<file path="src/rtl/pdm_cic_decimator.sv">
// N-stage CIC decimator: 1-bit PDM stream in, signed 17-bit PCM out at PDMCLK/R, plus the FIR_COMB sample clock.
// Defining CIC_DC_REMOVE_EN adds a first-order DC blocker at the output rate, ahead of saturation.
module pdm_cic_decimator #(
   parameter int N        = 4,
   parameter int R        = 16,
   parameter int DC_SHIFT = 8
) (
   input  logic        PDMCLK,
   input  logic        RST,
   input  logic        pdm_in,
   output logic [16:0] cic_out,
   output logic        cic_valid,
   output logic        cic_clk_out,
   output logic        cic_sat
);
   localparam int LR = $clog2(R);
   localparam int W  = 2 + N * LR;
   localparam int SH = (W > 18) ? (W - 18) : 0;
   localparam int CW = (LR > 0) ? LR : 1;

   logic                pdm_q_r;
   logic signed [W-1:0] integ_r [1:N];
   logic signed [W-1:0] comb_r  [0:N];
   logic signed [W-1:0] dly_r   [1:N];
   logic [CW-1:0]       cnt_r;
   logic                dec_q_r;
   logic                dec_s;
   logic signed [W-1:0] x_s;
   logic signed [W-1:0] scaled_s;
   logic signed [23:0]  s_s;
   logic signed [23:0]  y_s;
   logic [17:0]         sat_s;

   // Clip to the 17-bit signed range; bit 17 of the result flags a clip.
   function automatic logic [17:0] sat17(input logic signed [23:0] v);
      logic [17:0] r;
      if (v > 24'sd65535) begin
         r = {1'b1, 17'h0FFFF};
      end else if (v < -24'sd65536) begin
         r = {1'b1, 17'h10000};
      end else begin
         r = {1'b0, v[16:0]};
      end
      return r;
   endfunction

   // Input mapping and decimation strobe.
   always_comb begin
      dec_s = (cnt_r == CW'(R - 1));
      if (pdm_q_r) begin
         x_s = {{(W-1){1'b0}}, 1'b1};
      end else begin
         x_s = {W{1'b1}};
      end
   end

   // Integrator chain every cycle, pipelined comb chain on decimation edges, phase counter.
   always_ff @(posedge PDMCLK) begin
      if (RST) begin
         pdm_q_r <= 1'b0;
         cnt_r   <= {CW{1'b0}};
         dec_q_r <= 1'b0;
         comb_r[0] <= {W{1'b0}};
         for (int k = 1; k <= N; k++) begin
            integ_r[k] <= {W{1'b0}};
            comb_r[k]  <= {W{1'b0}};
            dly_r[k]   <= {W{1'b0}};
         end
      end else begin
         pdm_q_r    <= pdm_in;
         dec_q_r    <= dec_s;
         cnt_r      <= dec_s ? {CW{1'b0}} : cnt_r + {{(CW-1){1'b0}}, 1'b1};
         integ_r[1] <= integ_r[1] + x_s;
         for (int k = 2; k <= N; k++) begin
            integ_r[k] <= integ_r[k] + integ_r[k-1];
         end
         if (dec_s) begin
            comb_r[0] <= integ_r[N];
            for (int k = 1; k <= N; k++) begin
               dly_r[k]  <= comb_r[k-1];
               comb_r[k] <= comb_r[k-1] - dly_r[k];
            end
         end
      end
   end

   assign scaled_s = comb_r[N] >>> SH;

   generate
      if (W < 24) begin : g_sext
         assign s_s = {{(24-W){scaled_s[W-1]}}, scaled_s};
      end else begin : g_trunc
         assign s_s = scaled_s[23:0];
      end
   endgenerate

`ifdef CIC_DC_REMOVE_EN
   logic signed [23:0] s_prev_r;
   logic signed [23:0] y_prev_r;

   // DC blocker: y[n] = s[n] - s[n-1] + y[n-1] - (y[n-1] >>> DC_SHIFT).
   always_comb begin
      y_s = s_s - s_prev_r + y_prev_r - (y_prev_r >>> DC_SHIFT);
   end

   // Blocker state advances once per output sample.
   always_ff @(posedge PDMCLK) begin
      if (RST) begin
         s_prev_r <= 24'sd0;
         y_prev_r <= 24'sd0;
      end else if (dec_q_r) begin
         s_prev_r <= s_s;
         y_prev_r <= y_s;
      end else begin
         s_prev_r <= s_prev_r;
         y_prev_r <= y_prev_r;
      end
   end
`else
   // Without the blocker the scaled comb output goes straight to saturation.
   always_comb begin
      y_s = s_s;
   end
`endif

   assign sat_s = sat17(y_s);

   // Registered outputs; the sample clock is high while the next count lies in {R/2+1..R-1, 0}.
   always_ff @(posedge PDMCLK) begin
      if (RST) begin
         cic_out     <= 17'd0;
         cic_valid   <= 1'b0;
         cic_clk_out <= 1'b0;
         cic_sat     <= 1'b0;
      end else begin
         cic_valid   <= dec_q_r;
         cic_clk_out <= (cnt_r >= CW'(R / 2));
         if (dec_q_r) begin
            cic_out <= sat_s[16:0];
            cic_sat <= sat_s[17];
         end else begin
            cic_out <= cic_out;
            cic_sat <= cic_sat;
         end
      end
   end
endmodule

</file>
<file path="config.mk">
export PLATFORM = sky130hd
export DESIGN_NAME = pdm_cic_decimator
export DESIGN_NICKNAME = d
export VERILOG_FILES = /design/src/rtl/pdm_cic_decimator.sv
export SDC_FILE = /design/constraint.sdc
export NUM_CORES = 1
export LEC_CHECK = 0
export CORE_MARGIN = 2
export CORE_UTILIZATION = 45
export CTS_BUF_LIST = sky130_fd_sc_hd__clkbuf_2
export DETAILED_ROUTE_END_ITERATION = 8
export PLACE_DENSITY = 0.72
export SLEW_MARGIN = 25
export SYNTH_ARGS = -nofsm -noshare
export SYNTH_HDL_FRONTEND = slang
export SYNTH_SLANG_ARGS = --single-unit
export TNS_END_PERCENT = 10
</file>
<file path="constraint.sdc">
create_clock -name PDMCLK -period 10.6 [get_ports PDMCLK]
set_input_delay 3.18 -clock PDMCLK [delete_from_list [all_inputs] [get_ports PDMCLK]]
set_output_delay 3.18 -clock PDMCLK [all_outputs]
set_load 0.05 [all_outputs]
</file>
==> run_results.csv <==
group,metric,value,unit
yosys,ys_ff_latch,260,
clocking,cts.sinks,260,
worst_setup_path,criticalPathCategory,"reg2out",
power,power-per-cell-area,189,mW/mm^2
worst_setup_path,worstPathCellList,"clkdlybuf4s50_1",
clocking,h-tree-depth,3,
worst_setup_path,arrival,2.09,ns
timing,layout_setup_ws,5.33,ns
routing,postRouteAntennaNets,0,
placement,port_buffers,22,
yosys,synth-edff-count,162,
clocking,cts_tree,"yes",
timing,hold_viol,0,
worst_setup_path,crit_buf_inv,1,
clocking,ctsLongestPathBuffers,3,
yosys,synth_top_area_frac,0.311,
global_routing,grt_first_pass_wirelength,53500,microns
yosys,synth-seq-area-share,0.437,
floorplanning,die_area,0.0362,sq mm
timing,min_period,5.27,ns
worst_setup_path,cp_top_family,"buffers and inverters",
routing,dr_total_vias,11800,
clocking,cts_buffers,71,
placement,dp_hpwl,22300,microns
timing,grt_setup_unrepaired,"false",
worst_setup_path,path_depth,1,
floorplanning,num_rows,68,
yosys,synth_top_family_by_area,"compound AO/OA/AOI/OAI gates",
global_routing,antenna_found_initial,1,
timing,finalSetupViolations,0,
clocking,clk_latency,0.85,ns
final_layout,nNetsFinal,1822,
yosys,yosys.area.top_type,"edfxtp_1",
yosys,synth_compound_area_frac,0.178,
global_routing,track_usage,0.177,
timing,max_slew_margin,0.365,
floorplanning,chipHeight,190,microns
yosys,synth-xor-area-share,0.0465,
clocking,clk_pin_slew,0.11,ns
power,peakVddDrop,0.149,mV
global_routing,grt_pass1_vias,11600,
timing,tightest_slew,0.953,ns
min_path,hold_path.class,"reg2reg",
timing,clock_skew,0.0499,ns
timing,fin_crit_sh,0.497,
yosys,yosys-top-cells-area,"edfxtp_1 31%, dfxtp_1 13%, ha_1 11%",
timing,fmax,190,MHz
yosys,yosysMostFrequentCell,"nor2_1",
yosys,yosys_warnings,0,
power,total_power,3.19,mW
routing,vias_per_cell,5.40,
routing,route.detailed.drc,0,
worst_setup_path,r2r_cells,8,
yosys,syn_inst,1633,
clocking,cts_resized,0,
routing,routed_wirelength,31500,microns
global_routing,overflow,0,
worst_setup_path,endpoint_kind,"output port",
clocking,cts_setup_buffers,0,
min_path,hold_depth,1,
timing,slew_viol_final,0,
global_routing,grt_start_max_net_pins,85,
job,cap_violations,0,
yosys,syn_area,0.0156,sq mm
worst_setup_path,cpMaxStageDelayCell,"clkdlybuf4s50_1",
clocking,cts_root_buf,"clkbuf_2",
final_layout,area_growth,8.18,%
placement,place_ws,5.03,ns
floorplanning,io_pins,23,
yosys,synth-main-ff-cell,"edfxtp_1",
power,total_leakage_power,7.07,nW
worst_setup_path,slowest_delay,0.83,ns
yosys,post_synth.cell_area_avg,9.57,sq um
clocking,cts_hold_buf,0,
routing,drt-initial-drc-count,616,
floorplanning,initial_core_util,0.455,
placement,place_congestion,0.917,
yosys,synthArstFlopShare,0,
floorplanning,die-width,190,microns
worst_setup_path,start_kind,"register",
routing,wire_per_inst,14.4,microns
floorplanning,core_area,0.0344,sq mm
yosys,synthAdderAreaFrac,0.120,
worst_setup_path,path_max_fanout,2,
yosys,synth_mux_area_frac,0.00488,
routing,dr.pass1.iters,6,
final_layout,drive_gt1_frac,0.0828,
yosys,synth-simple-area-share,0.173,
yosys,ys_types,66,
timing,fin_setup_tns,0,ns
run_status,outcome,"finished, final reports clean",
worst_setup_path,worstPathRequired,7.42,ns
yosys,syn-num-nets,1781,
yosys,yosys-top-cells-count,"180 x nor2_1, 162 x edfxtp_1, 137 x ha_1",
[power breakdown]
part | leakage [nW] | total (mW) | switching, mW | internal [mW]
clock | 0.505 | 0.742 | 0.425 | 0.317
combinational | 4.09 | 1.14 | 0.646 | 0.496
sequential | 2.48 | 1.31 | 0.102 | 1.20
[path summary, 6_finish.rpt]
| check | from | end | slack, ns |
|---|---|---|---|
| min reg2reg | cnt_r[0] | cnt_r[0] | 0.48 |
| max reg2reg | pdm_q_r | integ_r[0][34] | 7.70 |
| max | cic_out[13] | cic_out[13] | 5.33 |
| min | cnt_r[0] | cnt_r[0] | 0.48 |
[metal layers]
| layer | track usage | up-vias | routed length [microns] |
|---|---|---|---|
| met1 | 0.204 | 5514 | 13700 |
| met2 | 0.319 | 198 | 15700 |
| met5 | 0 | - | 0 |
| met3 | 0.0340 | 79 | 1070 |
| li1 | - | 6011 | - |
| met4 | 0.0778 | 0 | 996 |
[kinds of logic after synthesis]
group                    count (synthesis)
buffers and inverters                  167
adder cells (fa/ha/maj)                145
XOR/XNOR                                83
multiplexers                             7
flip-flops                             260
AO/OA/AOI/OAI                          428
AND/OR/NAND/NOR                        543
[registers in the layout, summed over array words and instances (netlist names)]
signal       count
dly_r           72
cnt_r            4
pdm_q_r          1
cic_sat          1
dec_q_r          1
integ_r         72
cic_clk_out      1
cic_valid        1
comb_r          90
cic_out         17
[per-stage QoR]
step,area (sq um),utilization,hold slack (ns),instances
CTS,16900,0.492,0.485,2183
global placement,16200,0.472,0.443,2056
detailed placement,16200,0.472,0.449,2056
floorplan,15600,-,0.430,1633
finish,16900,0.492,0.481,2184
global route,16900,0.492,0.503,2184
[cell type report]
cell class              instances  area, sq um
multi-input cells            1206         8170
clock inverters                20          138
clock buffers                 107          536
diodes                          1         2.50
flip-flops and latches        260         6830
well taps                     455          569
repair buffers                 28          263
inverters                     107          402
fillers                      3214        17500
[placed cells by master, fill, tap and decap left out, types with 64 or more instances in the layout]
cell and n:
clkbuf_2 107, inv_1 106, edfxtp_1 162, dfxtp_1 98, and2_1 90, ha_1 137
nor3_1 64, nor2_1 180, a21oi_1 129, nand2_1 65
Power figures use the tool's default switching activity.
